===== src/rtl/vga_pkg.sv =====
// Shared VGA timing defaults, RGB332 field widths and layer slice width
// for the compositor and its timing generator.
package vga_pkg;

  localparam int H_VISIBLE_DEF = 640;
  localparam int H_FRONT_DEF   = 16;
  localparam int H_SYNC_DEF    = 96;
  localparam int H_BACK_DEF    = 48;
  localparam int H_TOTAL_DEF   = 800;

  localparam int V_VISIBLE_DEF = 480;
  localparam int V_FRONT_DEF   = 10;
  localparam int V_SYNC_DEF    = 2;
  localparam int V_BACK_DEF    = 33;
  localparam int V_TOTAL_DEF   = 525;

  localparam int RED_W   = 3;
  localparam int GREEN_W = 3;
  localparam int BLUE_W  = 2;
  localparam int RGB_W   = RED_W + GREEN_W + BLUE_W;

  localparam int LAYER_W = 8;

  localparam logic [RGB_W-1:0] BG_COLOR_DEF = 8'b000_000_01;

endpackage


===== src/rtl/vga_timing.sv =====
// Raster counters, frame_start pulse and the raw (unaligned) sync/visible
// decode taken directly from the current counter values.
module vga_timing
  import vga_pkg::*;
#(
  parameter int H_VISIBLE = H_VISIBLE_DEF,
  parameter int H_FRONT   = H_FRONT_DEF,
  parameter int H_SYNC    = H_SYNC_DEF,
  parameter int H_BACK    = H_BACK_DEF,
  parameter int V_VISIBLE = V_VISIBLE_DEF,
  parameter int V_FRONT   = V_FRONT_DEF,
  parameter int V_SYNC    = V_SYNC_DEF,
  parameter int V_BACK    = V_BACK_DEF
) (
  input  logic       clock,
  input  logic       reset,
  output logic [9:0] hcount,
  output logic [9:0] vcount,
  output logic       frame_start,
  output logic       hsync_raw,
  output logic       vsync_raw,
  output logic       visible_raw
);

  localparam logic [9:0] H_LAST    = 10'(H_VISIBLE + H_FRONT + H_SYNC + H_BACK - 1);
  localparam logic [9:0] V_LAST    = 10'(V_VISIBLE + V_FRONT + V_SYNC + V_BACK - 1);
  localparam logic [9:0] H_VIS     = 10'(H_VISIBLE);
  localparam logic [9:0] V_VIS     = 10'(V_VISIBLE);
  localparam logic [9:0] H_SYNC_LO = 10'(H_VISIBLE + H_FRONT);
  localparam logic [9:0] H_SYNC_HI = 10'(H_VISIBLE + H_FRONT + H_SYNC);
  localparam logic [9:0] V_SYNC_LO = 10'(V_VISIBLE + V_FRONT);
  localparam logic [9:0] V_SYNC_HI = 10'(V_VISIBLE + V_FRONT + V_SYNC);

  logic [9:0] hcount_q, hcount_d;
  logic [9:0] vcount_q, vcount_d;
  logic       frame_start_q, frame_start_d;
  logic       h_last_s, v_last_s;

  always_comb begin
    h_last_s      = (hcount_q == H_LAST);
    v_last_s      = (vcount_q == V_LAST);
    hcount_d      = hcount_q + 10'd1;
    vcount_d      = vcount_q;
    if (h_last_s) begin
      hcount_d = 10'd0;
      if (v_last_s) begin
        vcount_d = 10'd0;
      end else begin
        vcount_d = vcount_q + 10'd1;
      end
    end else begin
      hcount_d = hcount_q + 10'd1;
    end
    // Registered alongside the counters, so it is high exactly while they read (0,0).
    frame_start_d = h_last_s && v_last_s;
  end

  always_ff @(posedge clock) begin
    if (reset) begin
      hcount_q      <= 10'd0;
      vcount_q      <= 10'd0;
      frame_start_q <= 1'b0;
    end else begin
      hcount_q      <= hcount_d;
      vcount_q      <= vcount_d;
      frame_start_q <= frame_start_d;
    end
  end

  assign hcount      = hcount_q;
  assign vcount      = vcount_q;
  assign frame_start = frame_start_q;
  assign hsync_raw   = !((hcount_q >= H_SYNC_LO) && (hcount_q < H_SYNC_HI));
  assign vsync_raw   = !((vcount_q >= V_SYNC_LO) && (vcount_q < V_SYNC_HI));
  assign visible_raw = (hcount_q < H_VIS) && (vcount_q < V_VIS);

endmodule


===== src/rtl/vga_compositor.sv =====
// VGA raster endpoint: merges registered sprite layers by fixed priority into RGB332,
// blanks, and aligns sync. Define VGA_COMPOSITOR_COLLISION_EN for per-frame collision flags.
module vga_compositor
  import vga_pkg::*;
#(
  parameter int               NUM_LAYERS = 8,
  parameter int               H_VISIBLE  = H_VISIBLE_DEF,
  parameter int               H_FRONT    = H_FRONT_DEF,
  parameter int               H_SYNC     = H_SYNC_DEF,
  parameter int               H_BACK     = H_BACK_DEF,
  parameter int               V_VISIBLE  = V_VISIBLE_DEF,
  parameter int               V_FRONT    = V_FRONT_DEF,
  parameter int               V_SYNC     = V_SYNC_DEF,
  parameter int               V_BACK     = V_BACK_DEF,
  parameter logic [RGB_W-1:0] BG_COLOR   = BG_COLOR_DEF
) (
  input  logic                          clock,
  input  logic                          reset,
  input  logic [NUM_LAYERS-1:0]         layer_data,
  input  logic [LAYER_W*NUM_LAYERS-1:0] layer_rgb,
  output logic [9:0]                    hcount,
  output logic [9:0]                    vcount,
  output logic                          hsync,
  output logic                          vsync,
  output logic [RED_W-1:0]              red,
  output logic [GREEN_W-1:0]            green,
  output logic [BLUE_W-1:0]             blue,
  output logic                          frame_start,
  output logic [NUM_LAYERS-2:0]         collision
);

  logic hsync_raw_s, vsync_raw_s, visible_raw_s;

  vga_timing #(
    .H_VISIBLE(H_VISIBLE), .H_FRONT(H_FRONT), .H_SYNC(H_SYNC), .H_BACK(H_BACK),
    .V_VISIBLE(V_VISIBLE), .V_FRONT(V_FRONT), .V_SYNC(V_SYNC), .V_BACK(V_BACK)
  ) u_timing (
    .clock       (clock),
    .reset       (reset),
    .hcount      (hcount),
    .vcount      (vcount),
    .frame_start (frame_start),
    .hsync_raw   (hsync_raw_s),
    .vsync_raw   (vsync_raw_s),
    .visible_raw (visible_raw_s)
  );

  logic             hsync_s1_q, hsync_s1_d, hsync_q, hsync_d;
  logic             vsync_s1_q, vsync_s1_d, vsync_q, vsync_d;
  logic             vis_s1_q, vis_s1_d;
  logic [RGB_W-1:0] rgb_q, rgb_d, pix_s;

  // Stage 1 lines up with the sprite register; stage 2 with the merge register.
  always_comb begin
    hsync_s1_d = hsync_raw_s;
    vsync_s1_d = vsync_raw_s;
    vis_s1_d   = visible_raw_s;
    hsync_d    = hsync_s1_q;
    vsync_d    = vsync_s1_q;
    pix_s      = BG_COLOR;
    for (int i = NUM_LAYERS - 1; i >= 0; i--) begin
      pix_s = layer_data[i] ? layer_rgb[LAYER_W*i +: LAYER_W] : pix_s;
    end
    rgb_d = vis_s1_q ? pix_s : {RGB_W{1'b0}};
  end

  always_ff @(posedge clock) begin
    if (reset) begin
      hsync_s1_q <= 1'b1;
      vsync_s1_q <= 1'b1;
      vis_s1_q   <= 1'b0;
      hsync_q    <= 1'b1;
      vsync_q    <= 1'b1;
      rgb_q      <= {RGB_W{1'b0}};
    end else begin
      hsync_s1_q <= hsync_s1_d;
      vsync_s1_q <= vsync_s1_d;
      vis_s1_q   <= vis_s1_d;
      hsync_q    <= hsync_d;
      vsync_q    <= vsync_d;
      rgb_q      <= rgb_d;
    end
  end

  assign hsync = hsync_q;
  assign vsync = vsync_q;
  assign red   = rgb_q[RGB_W-1 -: RED_W];
  assign green = rgb_q[BLUE_W +: GREEN_W];
  assign blue  = rgb_q[BLUE_W-1:0];

`ifdef VGA_COMPOSITOR_COLLISION_EN
  localparam logic [9:0] H_LAST = 10'(H_VISIBLE + H_FRONT + H_SYNC + H_BACK - 1);
  localparam logic [9:0] V_LAST = 10'(V_VISIBLE + V_FRONT + V_SYNC + V_BACK - 1);

  logic [NUM_LAYERS-2:0] hit_s, acc_q, acc_d, coll_q, coll_d;
  logic                  wrap_s;

  // The wrap cycle's own hit is folded into the published value, never lost.
  always_comb begin
    wrap_s = (hcount == H_LAST) && (vcount == V_LAST);
    for (int i = 1; i < NUM_LAYERS; i++) begin
      hit_s[i-1] = layer_data[0] & layer_data[i] & vis_s1_q;
    end
    if (wrap_s) begin
      coll_d = acc_q | hit_s;
      acc_d  = {(NUM_LAYERS-1){1'b0}};
    end else begin
      coll_d = coll_q;
      acc_d  = acc_q | hit_s;
    end
  end

  always_ff @(posedge clock) begin
    if (reset) begin
      acc_q  <= {(NUM_LAYERS-1){1'b0}};
      coll_q <= {(NUM_LAYERS-1){1'b0}};
    end else begin
      acc_q  <= acc_d;
      coll_q <= coll_d;
    end
  end

  assign collision = coll_q;
`else
  assign collision = {(NUM_LAYERS-1){1'b0}};
`endif

endmodule


===== config.mk =====
export PLATFORM = sky130hd
export DESIGN_NAME = vga_compositor
export DESIGN_NICKNAME = d
export VERILOG_FILES = /design/src/rtl/vga_pkg.sv /design/src/rtl/vga_timing.sv /design/src/rtl/vga_compositor.sv
export SDC_FILE = /design/constraint.sdc
export NUM_CORES = 1
export LEC_CHECK = 0
export CORE_AREA = 2 2 91 93
export CTS_BUF_LIST = sky130_fd_sc_hd__clkbuf_8 sky130_fd_sc_hd__clkbuf_16
export DETAILED_ROUTE_END_ITERATION = 6
export DIE_AREA = 0 0 93 95
export PLACE_DENSITY_LB_ADDON = 0.12
export SETUP_SLACK_MARGIN = 0.2
export SLEW_MARGIN = 20
export SYNTH_ARGS = -nofsm -noshare
export SYNTH_HDL_FRONTEND = slang
export SYNTH_SLANG_ARGS = --single-unit

===== constraint.sdc =====
create_clock -name clock -period 3 [get_ports clock]
set_clock_uncertainty 0.05 [all_clocks]
set_input_delay 0.75 -clock clock [delete_from_list [all_inputs] [get_ports clock]]
set_output_delay 0.75 -clock clock [all_outputs]
set_load 0.02 [all_outputs]

==> qor.yml <==
clocking:
  cts_root_buf: "clkbuf_8"
  post_cts_resized: 0
  cts_hold_buf: 0
  cts_inserted_buffers: 5
  worstSkewPairLatency_ns: 0.29
  clkTransAtPathRegs_ns: 0.07
  cts_tree: "done"
  htreeDepth: 2
  cts_buffer_depth: 2
  numClockSinks: 34
  post_cts_buffers: 0
power_and_ir_drop:
  power.density_nw_per_um2: 320
  p_leak_nw: 1.13
  fin_total_pwr_w: 0.00101
  peakVddDrop_mv: 0.147
timing:
  finalSetupViolCount: 0
  worstMarginPinSlew_ns: 0.599
  max_slew_margin_pct: 59.8
  finalCritPeriodShare_pct: 81.6
  rsz0062_at_grt: "no"
  min_period_ns: 2.45
  hold_viol_final: 0
  finalMaxSlewViolations: 0
  setup-tns-final_ns: 0
  timing.fmax_mhz: 409
floorplan:
  die_w_um: 93
  fp-row-count: 33
  core_area_sq_um: 7930
  dieHeight_um: 95
  top_level_ports: 112
  start_util_pct: 25.0
  die_area_sq_um: 8840
routing:
  antenna_left: 0
  routed_wl_um: 6550
  firstDrtPassIters: 4
  via_per_inst: 4.75
  num_vias: 2138
  drc: 0
  wl_per_cell_um: 14.5
  drtIter0Drc: 59
worst_setup_path:
  crit_family: "simple AND/OR/NAND/NOR gates"
  crit_chain: "or4b_1 > or3_1 > o21ai_1 > nor2_1"
  crit_type: "flop to flop"
  cp.arrival_ns: 2.55
  cpPeakStageDelay_ns: 0.62
  crit_slowest_cell: "or4b_1"
  required_ns: 3.10
  cp_max_fo: 8
  crit_buf_inv: 0
  startpoint_type: "flop"
  cp-end-kind: "flop"
final_layout:
  n_antenna_cell: 0
  drive_gt1_share_pct: 4.93
  finalNetCount: 423
  stdcell_count: 450
  area_growth_pct: 59.9
  fillCellCount: 844
synthesis:
  syn_inst: 246
  synth_cell_types: 42
  async_reset_ff_share_pct: 0
  yosys_warnings: 0
  synth_edf_count: 0
  synth_area_sq_um: 1980
  ys.flop_type: "dfxtp_1"
  ys_seq_area_share_pct: 34.3
  synth_seq_cells: 34
  syn_avg_cell_area_sq_um: 8.07
global_route:
  grt_max_degree: 17
  grt_pass1_vias: 2173
  gr-total-overflow: 0
  grt_first_pass_wirelength_um: 10900
  grt_antenna_before_repair: 0
  grt_use_total_pct: 15.7
hold_path:
  worstHoldPathType: "flop to flop"
status:
  status: "finished clean"
placed_design:
  hpwlAfterDp_um: 5280
  place_congestion: 0.787
  dp.cells: 443
  numPortBuffers: 104
run:
  maxCapViolCount: 0
-- layer usage --
layer	GRT usage (%)	up-vias	routed length, um	part of all wire (%)
met5	0	-	0	0
met4	4.53	0	87	1.3
met3	4.63	8	425	6.5
met2	27.5	64	3240	49
met1	18.7	995	2800	43
li1	-	1071	-	-
-- cell usage after synthesis (2+ instances only) --
library cell / number / area, sq um
dfxtp_1: 34 / 681
inv_1: 21 / 78.8
or2_2: 3 / 18.8
buf_1: 2 / 7.51
and3_1: 3 / 18.8
buf_2: 2 / 10.0
a221o_1: 12 / 120
a21oi_1: 19 / 95.1
clkbuf_1: 10 / 37.5
o221ai_1: 8 / 70.1
xor2_1: 5 / 43.8
xnor2_1: 9 / 78.8
buf_4: 7 / 52.6
nor3_1: 5 / 25.0
nand4_1: 5 / 31.3
nand3b_1: 8 / 60.1
a221oi_1: 7 / 61.3
o31ai_1: 2 / 15.0
nor2b_1: 5 / 31.3
and4_1: 3 / 26.3
nor4_1: 5 / 31.3
nor2_1: 22 / 82.6
nand2_1: 14 / 52.6
nand3_1: 11 / 55.1
nor3b_1: 2 / 15.0
o21ai_0: 2 / 10.0
ha_1: 4 / 50.1
or3_1: 2 / 12.5
-- power by group --
part           internal, W  switching, W  leakage, nW
Combinational     0.000130     0.0000913        0.807
Sequential        0.000461    0.00000665        0.276
Clock             0.000156      0.000169       0.0438
-- cell families after synthesis --
group / after synthesis / synth area share, %
xor gates and xnor gates: 14 / 6.18
other: 1 / 0.189
AOI/OAI and AO/OA: 55 / 20.6
buffers and inverters: 43 / 9.58
and+or+nand+nor: 95 / 26.6
DFF: 34 / 34.3
adders and majority gates: 4 / 2.52
-- final timing paths --
kind | startpoint | to | slack [ns] | cells after the start
hold reg to reg | vsync_d$_SDFF_PP1_ | vsync$_SDFF_PP1_ | 0.37 | 1
setup reg to reg | u_timing.hcount[4]$_SDFF_PP0_ | u_timing.vcount[6]$_SDFFE_PP0P_ | 0.55 | 4
setup / recovery | u_timing.hcount[4]$_SDFF_PP0_ | u_timing.vcount[6]$_SDFFE_PP0P_ | 0.55 | 4
hold / removal | vsync_d$_SDFF_PP1_ | vsync$_SDFF_PP1_ | 0.37 | 1
-- per-stage QoR --
stage | setup WS [ns] | hold WS, ns | utilization, % | area [sq um]
2_1_floorplan | 0.681 | 0.339 | - | 2010
3_3_place_gp | 0.451 | 0.359 | 39.0 | 3090
3_5_place_dp | 0.410 | 0.363 | 39.0 | 3090
4_1_cts | 0.531 | 0.380 | 40.0 | 3170
5_1_grt | 0.344 | 0.388 | 40.0 | 3170
6_report | 0.553 | 0.371 | 40.0 | 3170
-- cells in the final DEF (no fill, tap or decap), types with 2 or more instances in the layout --
cell type / n
o31ai_1: 2
conb_1: 7
a21oi_1: 19
nor4_1: 5
nand2_1: 14
clkdlybuf4s50_1: 104
and4_1: 3
dfxtp_1: 34
or2_2: 3
buf_4: 3
nor2b_1: 5
o221ai_1: 8
xor2_1: 5
o21ai_0: 2
or3_1: 2
nor2_1: 22
clkinv_2: 2
nand4_1: 5
inv_1: 21
a221o_1: 12
xnor2_1: 9
clkbuf_8: 5
nand3_1: 11
nor3_1: 5
nor3b_1: 2
nand3b_1: 8
and3_1: 3
a221oi_1: 7
ha_1: 4
-- sequential cells by signal (all words and copies together) (netlist names) --
name                  flops
u_timing.hcount          10
vsync_d                   1
hsync                     1
rgb_q                     8
vsync                     1
vis_s1_q                  1
u_timing.frame_start      1
u_timing.vcount          10
hsync_d                   1
-- layout make-up --
type,count,area (sq um),share of cell area [%]
clock buffers,5,68.8,2.17
clock inverters,2,10.0,0.315
inverters,22,82.6,2.60
multi-input cells,175,1140,35.8
flip-flops and latches,34,681,21.5
well taps,105,131,4.14
repair buffers,107,1060,33.5
(Power assumes the default switching activity.)
